**config.mk**
```make
export PLATFORM = sky130hd
export DESIGN_NAME = result_drain
export DESIGN_NICKNAME = d
export VERILOG_FILES = /design/src/rtl/result_drain.sv
export SDC_FILE = /design/constraint.sdc
export NUM_CORES = 1
export LEC_CHECK = 0
export CAP_MARGIN = 10
export CORE_AREA = 2 2 79 81
export CTS_CLUSTER_DIAMETER = 150
export DETAILED_ROUTE_END_ITERATION = 10
export DIE_AREA = 0 0 81 83
export GPL_TIMING_DRIVEN = 1
export PLACE_DENSITY = 0.87
export SYNTH_ARGS = -nofsm -noshare
export SYNTH_HDL_FRONTEND = slang
export SYNTH_SLANG_ARGS = --single-unit
```
**constraint.sdc**
```tcl
create_clock -name clk -period 3.95 [get_ports clk]
set_input_delay 0.9875 -clock clk [delete_from_list [all_inputs] [get_ports clk]]
set_output_delay 0.9875 -clock clk [all_outputs]
set_load 0.01 [all_outputs]
```
**src/rtl/result_drain.sv**
```systemverilog
// result_drain: small FIFO that buffers complex ALU results and drains each
// entry to an 8-bit consumer as two valid/ready beats (real, then imaginary).
// Overflowing pushes are dropped and recorded in a sticky flag; the producer
// is never stalled.
module result_drain #(
  parameter int DEPTH = 4
) (
  input  logic                       clk,
  input  logic                       rst_n,
  input  logic                       in_valid,
  input  logic [1:0]                 in_op,
  input  logic [7:0]                 res_re,
  input  logic [7:0]                 res_im,
  input  logic                       clr_ovf,
  output logic                       out_valid,
  input  logic                       out_ready,
  output logic [7:0]                 out_data,
  output logic [1:0]                 out_tag,
  output logic                       out_last,
  output logic [$clog2(DEPTH):0]     count,
  output logic                       full,
  output logic                       empty,
  output logic                       ovf
);

  localparam int AW = $clog2(DEPTH);
  localparam int CW = AW + 1;
  localparam logic [CW-1:0] DEPTH_C = CW'(DEPTH);

  // Entry layout: {op[17:16], re[15:8], im[7:0]}
  typedef struct packed {
    logic [1:0] op;
    logic [7:0] re;
    logic [7:0] im;
  } entry_t;

  typedef enum logic {
    PH_RE = 1'b0,
    PH_IM = 1'b1
  } phase_t;

  entry_t          mem [DEPTH];
  entry_t          head;
  logic [AW-1:0]   wp_reg, wp_next;
  logic [AW-1:0]   rp_reg, rp_next;
  logic [CW-1:0]   count_reg, count_next;
  phase_t          phase_reg, phase_next;
  logic            ovf_reg, ovf_next;

  logic push_ok;
  logic push_drop;
  logic beat_fire;
  logic pop;

  // Full/empty are judged on the registered count only, so a same-cycle pop
  // never rescues a push into a full FIFO.
  assign full      = (count_reg == DEPTH_C);
  assign empty     = (count_reg == '0);
  assign count     = count_reg;
  assign ovf       = ovf_reg;
  assign push_ok   = in_valid && !full;
  assign push_drop = in_valid && full;
  assign beat_fire = !empty && out_ready;
  assign pop       = beat_fire && (phase_reg == PH_IM);
  assign head      = mem[rp_reg];

  // Storage write: contents are deliberately left unreset
  always_ff @(posedge clk) begin
    if (push_ok) begin
      mem[wp_reg] <= '{op: in_op, re: res_re, im: res_im};
    end
  end

  // Pointer, count and status registers
  always_ff @(posedge clk or negedge rst_n) begin
    if (!rst_n) begin
      wp_reg    <= '0;
      rp_reg    <= '0;
      count_reg <= '0;
      ovf_reg   <= 1'b0;
    end else begin
      wp_reg    <= wp_next;
      rp_reg    <= rp_next;
      count_reg <= count_next;
      ovf_reg   <= ovf_next;
    end
  end

  // Next pointers, occupancy and sticky overflow (set beats clear)
  always_comb begin
    wp_next    = wp_reg;
    rp_next    = rp_reg;
    count_next = count_reg;
    ovf_next   = ovf_reg;
    if (push_ok) begin
      wp_next = wp_reg + 1'b1;
    end
    if (pop) begin
      rp_next = rp_reg + 1'b1;
    end
    case ({push_ok, pop})
      2'b10:   count_next = count_reg + 1'b1;
      2'b01:   count_next = count_reg - 1'b1;
      default: count_next = count_reg;
    endcase
    if (push_drop) begin
      ovf_next = 1'b1;
    end else if (clr_ovf) begin
      ovf_next = 1'b0;
    end
  end

  // Beat phase state register
  always_ff @(posedge clk or negedge rst_n) begin
    if (!rst_n) begin
      phase_reg <= PH_RE;
    end else begin
      phase_reg <= phase_next;
    end
  end

  // Beat phase next-state and output payload; payload follows head and phase
  // only, so it holds steady while the consumer stalls
  always_comb begin
    phase_next = phase_reg;
    out_valid  = 1'b0;
    out_data   = 8'h00;
    out_tag    = 2'b00;
    out_last   = 1'b0;
    if (!empty) begin
      out_valid = 1'b1;
      out_tag   = head.op;
      case (phase_reg)
        PH_RE: begin
          out_data = head.re;
          out_last = 1'b0;
          if (beat_fire) begin
            phase_next = PH_IM;
          end
        end
        PH_IM: begin
          out_data = head.im;
          out_last = 1'b1;
          if (beat_fire) begin
            phase_next = PH_RE;
          end
        end
        default: phase_next = PH_RE;
      endcase
    end
  end

endmodule

```
## Yosys cells after proc, flatten, opt, wreduce, memory -nomap -nowiden

Memories as Yosys holds them, arrays and structs flattened.
Cells that the tools add are included.

| storage, ports and cells | value |
|---|---|
| bits in registers | 9 |
| memory bits (writable) | 72 |
| input bits | 23 |
| output and inout bits | 18 |
| logic and storage cells | 37 |
| memories kept | 1 |

| operators by class | value |
|---|---|
| add/sub/neg operators | 4 |
| eq/ne operators | 3 |
| multiplexer cells | 14 |
| bitwise operators | 1 |
| reductions and logical operators | 9 |

Memories:

| memory | depth | width | rd ports | clocked after Yosys merged registers in | wr ports | RTL line | source |
|---|---|---|---|---|---|---|---|
| mem | 4 | 18 | 1 | 0 | 1 | 42 | `entry_t mem [DEPTH];` |

Operators with widths:

| operator | number |
|---|---|
| $pmux 8 s2 | 1 |
| $mux 1 | 8 |
| $mux 8 | 1 |
| $pmux 3 s2 | 1 |
| $add 2x1->2 const B | 2 |
| $logic_and 1x1->1 | 4 |
| $pmux 1 s2 | 2 |
| $reduce_bool 2->1 | 2 |
| $add 3x1->3 const B | 1 |
| $eq 3x3->1 const B | 1 |
| $logic_not 3->1 | 1 |
| $sub 3x1->3 const B | 1 |
| $eq 2x1->1 const B | 1 |
| $eq 2x2->1 const B | 1 |
| $logic_not 1->1 | 2 |
| $mux 2 | 1 |
| $not 1->1 | 1 |

## Longest topological paths before layout

Gate-level depths: netlist (run 1).

| logic depth | value |
|---|---|
| depth after elaboration | 6 |
| depth in mapped cells | 9 |
| depth with buffers taken out | 9 |

## Worst setup path before layout (run 1)

Ideal clock, no wire load.

| path | value |
|---|---|
| path type | input to register |
| start point | in out_ready |
| end point | reg count_reg[2], in the netlist count[2] |
| setup time | 79 ps |
| data arrival time | 2268 ps |
| data required time | 3871 ps |
| setup slack | 1603 ps |
| stages | 8 |
| path buffers | 0 |
| cell sequence | nor2b_1 -> ha_1 -> ha_1 -> inv_1 -> fa_1 -> xor2_1 -> nor2_1 -> xor2_1 |

| between the ends | value |
|---|---|
| word-level cells in the longest chain between the ends | 4 |
| elaborated cells on any way between the ends | 6 |
| classes of those cells | 2 x eq/ne; 1 x mux; 3 x reduce/logical |

RTL lines:

| item | RTL line | source |
|---|---|---|
| start, declared | 16 | `input logic out_ready,` |
| $logic_and 1x1->1 * | 63 | `assign beat_fire = !empty && out_ready;` |
| $logic_and 1x1->1 * | 64 | `assign pop = beat_fire && (phase_reg == PH_IM);` |
| named net pop | 53 | `logic pop;` |
| $eq 2x1->1 / $eq 2x2->1 (equally long branches) | 101 | `case ({push_ok, pop})` |
| $pmux 3 s2 / $reduce_bool 2->1 (equally long branches) | - |  |
| end signal, assigned | 84 | `count_reg <= count_next;` |
| end, declared | 46 | `logic [CW-1:0] count_reg, count_next;` |

Mark *: on every way through the listed nets, which the timed path passes. The rest lies on a longest branch.
A chain may end at the register's enable or synchronous reset.

## Worst setup path in the final report (run 1)

| path | value |
|---|---|
| start point | reg rp_reg[0] |
| end point | out out_data[4] |

| between the ends | value |
|---|---|
| word-level cells in the longest chain between the ends | 3 |

RTL lines:

| item | RTL line | source |
|---|---|---|
| start, declared | 45 | `logic [AW-1:0] rp_reg, rp_next;` |
| start signal, assigned | 83 | `rp_reg <= rp_next;` |
| $mem_v2 4x18 | - |  |
| $pmux 8 s2 | 133 | `case (phase_reg)` |
| $mux 8 | 130 | `if (!empty) begin` |
| end, declared | 17 | `output logic [7:0] out_data,` |

Every way passes these cells.

==> summary.md, run 1 <==
| Metric | Value |
|---|---|
| Largest family of logic cells by synthesized area | `multiplexers` |
| Sequential cell area | `roughly 2400 um2` |
| PwrDens | `around 760 nW/um2` |
| Hold path start | `ovf$_DFFE_PN0P_` |
| Simple-gate share of the synthesized area | `approximately 5.6%` |
| Worst r2r src | `count[0]$_DFFE_PN0P_` |
| Yosys warns | `0` |
| DP HPWL | `3.54 mm` |
| Worst slew pin tran | `0.761 ns` |
| Worst VDD drop | `about 0.00038 V` |
| Crit Path Max Fanout | `8` |
| Router iterations before antenna repair | `4` |
| Synth Area in Adders | `~2.8%` |
| Post-CTS sizing | `0` |
| Tmin final | `3.37 ns` |
| Compound-Gate Fraction of Synth Area | `about 3.7%` |
| Hold Path Depth | `2` |
| Clk_skew | `0.00864 ns` |
| Die X-Extent | `between 80 and 90 um` |
| Io pins | `just over 40` |
| Internal Power | `around 2 mW` |
| Sequential share of power | `a little over two fifths` |
| Clk root buf | `clkbuf_8` |
| Number of enable flip-flop cells after synthesis | `72` |
| Critical Path RT | `around 3.0 ns` |
| # port buffers | `40` |
| Initial cell density of the core | `~58%` |
| Layout area overhead | `19.0%` |
| Post-route ant nets | `0` |
| Critical R2R Capture | `count[2]$_DFFE_PN0P_` |
| Clock power frac | `19.4%` |
| Final Max Tran Viols | `0` |
| Multi-input logic area | `862 um2` |
| Fin. Hold Viols | `0` |
| Post-CTS Setup Inserts | `0` |
| DRC viols | `0` |
| TritonCTS clock tree | `done` |
| CTS Buf Count | `9` |
| CP startpoint kind | `register` |
| R2R cell count | `9` |
| Synth unique cells | `26` |
| Reg2reg setup slack | `1.84 ns` |
| Synthesized Nets | `220` |
| Routability Congestion | `0.756` |
| Post-synthesis sequential area ratio | `a little under three quarters` |
| RSZ-0062 raised after global routing | `false` |
| Post-synth top area cell | `edfxtp_1` |
| H-tree Lvls | `3` |
| Vias in the first global route | `1770` |
| Core ar. | `5820 um2` |
| Primary FF master, synth | `edfxtp_1` |
| Final setup vio count | `0` |
| Total GRT Usage | `18.7%` |
| Aggregate global routing overflow | `0` |
| FFs w/ async S/R, synth | `between 10% and 20%` |
| Layout cells sized above 1 | `between 10% and 20%` |
| Clock Path Buffers | `2` |
| Fmax | `0.296 GHz` |
| Critical path endpoint category | `output pin` |
| Hold path endpoint | `ovf$_DFFE_PN0P_` |
| Synthesized cell area | `3350 um2` |
| Post-synthesis xor/xnor area fraction | `1.57%` |
| Commonest cells post-synth | `edfxtp_1, mux2i_1, a22oi_1` |
| Status | `finished, final reports clean` |
| Die Ht | `83 um` |
| Setup tns final | `0 ns` |
| Largest net degree at the start of global routing | `20` |
| Sw frac | `32.6%` |
| Max reg flops | `72` |
| Synthesized flop and latch total | `between 80 and 90` |
| ANT cells | `0` |
| Wirelength per Cell | `18.2 um` |
| Drt initial violations | `101` |
| Vias | `1713` |
| CP Class | `register to output pin` |
| Period utilization | `85.4%` |
| P_leak | `1.46 nW` |
| Dpl ws | `0.987 ns` |
| Post-Route WL | `5.71 mm` |
| Avg Inst Size Synth | `17.6 um2` |
| Total of max-cap violations | `0` |
| Post-route setup slack | `0.575 ns` |
| Worst hold path class | `register to register` |
| Avg Vias per Cell | `5.46` |
| Mux share of post-synthesis cell area | `12.0%` |
| Placed cell count | `298` |
| Final std cells w/o fill | `314` |
| Initial antenna violation count | `0` |
| First-pass GRT wire length | `9.06 mm` |
| FILL cells | `391` |
| # rows | `28` |
| Clock transition at path regs | `0.08 ns` |
| Ranking of synthesized cells by area | `edfxtp_1, mux2i_1, dfrtp_1` |
| Post-synth top area share | `64.5%` |
| Hold_ws | `0.534 ns` |
| Logic pwr share | `38.1%` |
| Worst skew pair latency | `0.35 ns` |
| Cts hold-fix bufs | `0` |
| CTS Sinks | `81` |
| Worst slew margin | `just under 50%` |
| Sw Pwr | `986 uW` |
| Layout net count | `264` |
| Critical path arrival | `2.39 ns` |
| DIE AREA | `6720 um2` |
| Count leader, synth | `edfxtp_1` |
| Cells after Synth | `190` |
power groups by stage:
stage | registers (mW) | clock network [mW] | logic (mW)
floorplan | 1.24 | 0 | 0.780
global placement | 1.30 | 0 | 1.13
detailed placement | 1.31 | 0 | 1.15
CTS | 1.29 | 0.590 | 1.16
global route | 1.31 | 0.629 | 1.24
finish | 1.29 | 0.587 | 1.15
cell families (layout without fill, tap and decap cells):
family / count (synthesis) / count (layout)
flops: 81 / 81
mux: 37 / 37
simple gates: 26 / 26
compound gates: 17 / 17
buf+inv: 16 / 65
fa+ha+maj: 7 / 7
xor+xnor: 6 / 6
metal layers:
metal	up-vias	part of all wire [%]	track usage (%)
met5	-	0	0
met4	0	2.9	10.2
met3	14	4.0	4.46
met2	39	51	29.6
met1	847	42	23.5
li1	813	-	-
cells in the final DEF (no fill, tap or decap), types with 2 or more instances in the layout:
master,n
nor2_1,2
clkbuf_8,9
dfrtp_1,8
clkinv_1,2
inv_1,8
a22oi_1,16
xor2_1,3
nand2_1,2
ha_1,6
xnor2_1,3
clkdlybuf4s50_1,40
edfxtp_1,72
clkinvlp_4,2
nor2b_1,6
and2_2,4
mux4_2,2
mux2i_1,33
and3_1,8
final cells by class:
| class | count | area share, % |
|---|---|---|
| flip-flops and latches | 81 | 59.9 |
| multi-input cells | 93 | 21.6 |
| repair buffers | 41 | 10.5 |
| clock buffers | 9 | 3.11 |
| well taps | 75 | 2.35 |
| clock inverters | 7 | 1.76 |
| inverters | 8 | 0.753 |
worst max path at each step:
stage | startpoint | endpoint | slack, ns | depth (start not counted)
final | rp_reg[0]$_DFFE_PN0P_ | out_data[4] | 0.58 | 4
after global placement | rp_reg[1]$_DFFE_PN0P_ | out_data[0] | 0.99 | 5
after detailed placement | rp_reg[1]$_DFFE_PN0P_ | out_data[0] | 0.99 | 5
after CTS | rp_reg[0]$_DFFE_PN0P_ | out_data[4] | 0.58 | 4
after floorplan | out_ready | count[2]$_DFFE_PN0P_ | 1.60 | 8
after global routing | rp_reg[0]$_DFFE_PN0P_ | out_data[0] | 0.49 | 4
stage by stage:
step	total power, mW	cell area (um2)	utilization (%)
2_1_floorplan	2.02	3350	-
3_3_place_gp	2.43	3790	65.3
3_5_place_dp	2.46	3790	65.3
4_1_cts	3.05	3990	68.6
5_1_grt	3.18	3990	68.6
6_report	3.03	3990	68.6
critical path, stage by stage (launching register included):
cell	delay, ns
dfrtp_1	0.50
nor2b_1	0.67
a22oi_1	0.19
and3_1	0.21
clkdlybuf4s50_1	0.47
Note: power is estimated with default switching activity, not from simulation.
==> run 2, diff against run 1 <==
- CAP_MARGIN: 10 -> 20
==> results of run 2 <==
The final DEF is identical to that of run 1; final timing and power are the same.
